**config.mk**
```make
export PLATFORM = sky130hd
export DESIGN_NAME = seq_det_scheduler
export DESIGN_NICKNAME = d
export VERILOG_FILES = /design/src/rtl/seq_det_scheduler.sv
export SDC_FILE = /design/constraint.sdc
export NUM_CORES = 1
export LEC_CHECK = 0
export CORE_MARGIN = 4
export CORE_UTILIZATION = 50
export DETAILED_ROUTE_END_ITERATION = 8
export PLACE_DENSITY = 0.79
export SLEW_MARGIN = 20
export SYNTH_ARGS = -nofsm -noshare
export SYNTH_HDL_FRONTEND = slang
export SYNTH_SLANG_ARGS = --single-unit
```
**constraint.sdc**
```tcl
create_clock -name clk -period 3.2 [get_ports clk]
set_input_delay 0.64 -clock clk [delete_from_list [all_inputs] [get_ports clk]]
set_output_delay 0.64 -clock clk [all_outputs]
set_load 0.03 [all_outputs]
```
**src/rtl/seq_det_scheduler.sv**
```systemverilog
// Round-robin front end that time-shares one bit-serial Moore detector among NREQ requesters.
// Each granted word is shifted LSB-first after a detector clear and returns a per-bit match map.
module seq_det_scheduler #(
  parameter int NREQ  = 4,
  parameter int WIDTH = 8
) (
  input  logic                     clk,
  input  logic                     reset_n,
  input  logic [NREQ-1:0]          req,
  input  logic [NREQ*WIDTH-1:0]    req_data,
  output logic [NREQ-1:0]          req_ack,
  output logic                     det_clr,
  output logic                     det_w,
  input  logic                     det_z,
  output logic                     busy,
  output logic                     done,
  output logic [$clog2(NREQ)-1:0]  done_id,
  output logic [WIDTH-1:0]         done_map,
  output logic [$clog2(WIDTH+1)-1:0] done_count
);
  localparam int IDW  = $clog2(NREQ);
  localparam int CNTW = $clog2(WIDTH+1);
  localparam int BW   = $clog2(WIDTH);

  typedef enum logic [2:0] {IDLE, CLEAR, SHIFT, DRAIN, DONE} state_t;

  state_t           state;
  logic [WIDTH-1:0] word;
  logic [WIDTH-1:0] map;
  logic [WIDTH-1:0] map_fin;
  logic [IDW-1:0]   id;
  logic [IDW-1:0]   rr_ptr;
  logic [BW-1:0]    bitk;
  logic [IDW-1:0]   gid;
  logic             found;

  function automatic logic [CNTW-1:0] popcnt(input logic [WIDTH-1:0] m);
    logic [CNTW-1:0] c;
    c = '0;
    for (int i = 0; i < WIDTH; i++) c = c + CNTW'(m[i]);
    return c;
  endfunction

  // First pending requester at or after rr_ptr, wrapping.
  always_comb begin
    int j;
    found = 1'b0;
    gid   = '0;
    j     = 0;
    for (int off = 0; off < NREQ; off++) begin
      j = int'(rr_ptr) + off;
      if (j >= NREQ) j = j - NREQ;
      if (!found && req[j]) begin
        found = 1'b1;
        gid   = IDW'(j);
      end
    end
  end

  // The last bit's z only arrives during DRAIN, so fold it in on the way out.
  always_comb begin
    map_fin            = map;
    map_fin[WIDTH-1]   = det_z;
  end

  assign busy = (state != IDLE);
  assign done = (state == DONE);

  always_ff @(posedge clk or negedge reset_n) begin
    if (!reset_n) begin
      state      <= IDLE;
      word       <= '0;
      map        <= '0;
      id         <= '0;
      rr_ptr     <= '0;
      bitk       <= '0;
      req_ack    <= '0;
      det_clr    <= 1'b0;
      det_w      <= 1'b0;
      done_id    <= '0;
      done_map   <= '0;
      done_count <= '0;
    end else begin
      case (state)
        IDLE: begin
          if (found) begin
            word         <= req_data[gid*WIDTH +: WIDTH];
            id           <= gid;
            req_ack      <= '0;
            req_ack[gid] <= 1'b1;
            det_clr      <= 1'b1;
            det_w        <= 1'b0;
            state        <= CLEAR;
          end
        end
        CLEAR: begin
          req_ack <= '0;
          det_clr <= 1'b0;
          det_w   <= word[0];
          bitk    <= '0;
          map     <= '0;
          state   <= SHIFT;
        end
        SHIFT: begin
          // Moore output lags by one cycle: z seen now belongs to the previous bit.
          if (bitk != '0) map[bitk - 1'b1] <= det_z;
          if (bitk == BW'(WIDTH-1)) begin
            det_w <= 1'b0;
            state <= DRAIN;
          end else begin
            bitk  <= bitk + 1'b1;
            det_w <= word[bitk + 1'b1];
          end
        end
        DRAIN: begin
          map        <= map_fin;
          done_map   <= map_fin;
          done_count <= popcnt(map_fin);
          done_id    <= id;
          state      <= DONE;
        end
        DONE: begin
          rr_ptr <= (id == IDW'(NREQ-1)) ? '0 : id + 1'b1;
          state  <= IDLE;
        end
        default: state <= IDLE;
      endcase
    end
  end
endmodule

```
==> flow_metrics.py <==
metrics = {
    "outcome": {
        "status": "completed",
    },
    "critical_path": {
        "path_cells": "dlygate4sd2_1 > fa_1 > inv_1 > fa_1 > fa_1 > inv_1 > ha_1 > inv_1 > fa_1 > xor2_1 > o21ai_1",
        "path_delay_family": "adder cells",
        "reg2reg_slack_ps": 300,
        "r2r-start": "map[0]",
        "path_max_fanout": 2,
        "worstSetupPathType": "primary input to flip-flop",
        "crit_start": "det_z",
        "cp.buffers_inverters": 4,
        "required_ps": 3360,
        "cp_slowest_stage_delay_ps": 540,
        "r2r_end": "done_count[2]",
        "reg2reg_depth": 10,
        "cp_slowest_cell": "fa_1",
        "crit_path_frequent_cell": "fa_1",
        "arrival_ps": 3280,
        "cp-start-kind": "primary input",
        "critical_path_depth": 11,
        "end_kind": "flip-flop",
    },
    "sta": {
        "clock.fmax_mhz": 321,
        "hold_violations": 0,
        "period_share": 0.975,
        "max-slew-margin-rel": 0.359,
        "rsz0062_at_grt": "no",
        "period_needed_ps": 3120,
        "worst_pin_slew_ps": 962,
        "setup_violations": 0,
        "finalWorstSetupSlack_ps": 79.9,
        "fin_skew_ps": 7.87,
        "drv_slew": 0,
    },
    "layout": {
        "fill_cells": 397,
        "final_common_cell": "clkdlybuf4s50_1",
        "fin_nets": 363,
        "drive_above_1_share": 0.0735,
        "antenna-diode-count": 0,
        "areaGrowthSynthToFinish_pct": 28.8,
        "fin_util": 0.682,
        "mostFrequentLayoutCells": "clkdlybuf4s50_1 (58), dfrtp_1 (45), nand2_1 (31)",
    },
    "cts": {
        "clock-root-buffer": "clkbuf_8",
        "cts_made_buffers": 5,
        "clk_path_buf_depth": 2,
        "clkTransAtPathRegs_ps": 90,
        "clock_latency_ps": 300,
        "cts_hold_buf": 0,
        "ctsResizeCount": 1,
        "cts_max_level": 2,
        "tritoncts": "built",
        "post_cts_buffers": 0,
        "cts_sinks": 45,
    },
    "logic_synthesis": {
        "synth_cells": 256,
        "synth_edf_count": 0,
        "synth_warnings": 0,
        "postSynthAreaPerCell_um2": 9.97,
        "yosysSeqAreaShare": 0.441,
        "synth_seq_cells": 45,
        "synth_nets": 307,
        "synthDistinctLibCells": 43,
        "synth_area_um2": 2550,
        "ys.flop_type": "dfrtp_1",
        "async_flop_share": 1.00,
    },
    "route": {
        "wl_met1_um": 2350,
        "ant_nets": 0,
        "routedWlPerCell_um": 13.5,
        "wl_um": 5110,
        "dr.first_iter.drc_count": 123,
        "dr_wl_met2_um": 2480,
        "drt_first_pass_iters": 4,
        "wl_met3_um": 198,
        "vias": 2033,
        "viasPerCell": 5.35,
        "highest_layer": "met4",
        "route.detailed.drc": 0,
    },
    "floorplan": {
        "design.die.area_um2": 6310,
        "core_area_um2": 4820,
        "initial_utilization": 0.530,
        "io_pins": 61,
        "rows": 25,
        "die_w_um": 79.4,
        "dieHeight_um": 79.4,
    },
    "pwr": {
        "p_per_area_nw_per_um2": 886,
        "p_leak_nw": 1.49,
        "fin_total_pwr_mw": 2.91,
        "ir_drop_v": 0.000369,
    },
    "min_path": {
        "holdCritPathClass": "primary input to asynchronous set/reset pin",
    },
    "global_routing": {
        "grt_pass1_vias": 1949,
        "grt_pass1_wl_um": 8880,
        "grt_max_degree": 46,
        "grt_usage": 0.178,
        "antenna_found_initial": 0,
        "overflow": 0,
    },
    "place": {
        "numPortBuffers": 60,
        "place_hpwl_um": 3900,
        "pre_cts_slack_ps": -448,
        "place_congestion": 0.863,
    },
    "flow_run": {
        "drv_cap": 0,
    },
}
==> cell type report <==
type | count | area, um^2 | share of cell area
clock buffers | 5 | 68.8 | 0.0209
well taps | 67 | 83.8 | 0.0255
repair buffers | 63 | 617 | 0.188
flip-flops and latches | 45 | 1130 | 0.343
inverters | 20 | 75.1 | 0.0228
clock inverters | 3 | 46.3 | 0.0141
multi-input cells | 177 | 1270 | 0.386
==> state kept, by name, summed over array words and instances, names as in the netlist, 3 cells and up <==
register    count
state           3
done_count      4
map             7
req_ack         4
done_map        8
word            8
bitk            3
==> metrics by stage <==
| stage | TNS [ps] | area, um^2 | hold slack, ps | cells |
|---|---|---|---|---|
| floorplan | 0 | 2550 | 344 | 256 |
| global placement | -837 | 3170 | 458 | 372 |
| detailed placement | -1120 | 3170 | 464 | 372 |
| CTS | 0 | 3290 | 486 | 380 |
| global route | 0 | 3290 | 520 | 380 |
| finish | 0 | 3290 | 478 | 380 |
==> report_power, final <==
group / internal [mW] / switching (mW)
combinational: 0.673 / 0.819
sequential: 0.782 / 0.209
clock: 0.234 / 0.197
total: 1.69 / 1.23
==> how the worst max path moves through the flow <==
stage	to	slack, ps
6_report	done_count[2]	80
5_1_grt	done_count[2]	2
4_1_cts	done_count[2]	70
3_5_place_dp	done_count[1]	-450
3_3_place_gp	done_count[2]	-370
2_1_floorplan	done_count[2]	170
==> synthesized netlist by cell type, types with 3 or more instances <==
cell type | count | area share
a22o_1 | 9 | 0.031
o21ai_0 | 22 | 0.043
buf_2 | 3 | 0.0059
nand2_1 | 31 | 0.046
mux2i_1 | 9 | 0.035
mux2_2 | 3 | 0.013
nor2b_1 | 5 | 0.012
clkbuf_1 | 9 | 0.013
nor2_1 | 13 | 0.019
nor3_1 | 9 | 0.018
mux2_1 | 6 | 0.026
a221o_1 | 7 | 0.027
a21oi_1 | 12 | 0.024
nand3_1 | 3 | 0.0059
nand2b_1 | 4 | 0.0098
fa_1 | 4 | 0.031
dfrtp_1 | 45 | 0.44
ha_1 | 8 | 0.039
inv_1 | 20 | 0.029
==> layer usage <==
layer	up-vias	track usage
li1	1019	-
met1	961	0.234
met2	46	0.295
met3	7	0.0293
met4	0	0.0704
met5	-	0
==> kinds of logic (layout without fill, tap and decap cells) <==
group	after synthesis	after routing	synth area share
DFF	45	45	0.441
muxes	22	22	0.104
xor gates and xnor gates	3	3	0.0103
and+or+nand+nor	78	78	0.147
adders and majority gates	12	12	0.0706
AOI/OAI and AO/OA	62	62	0.165
buffers and inverters	34	91	0.0608
No activity file was read; power rests on OpenSTA's default activity.
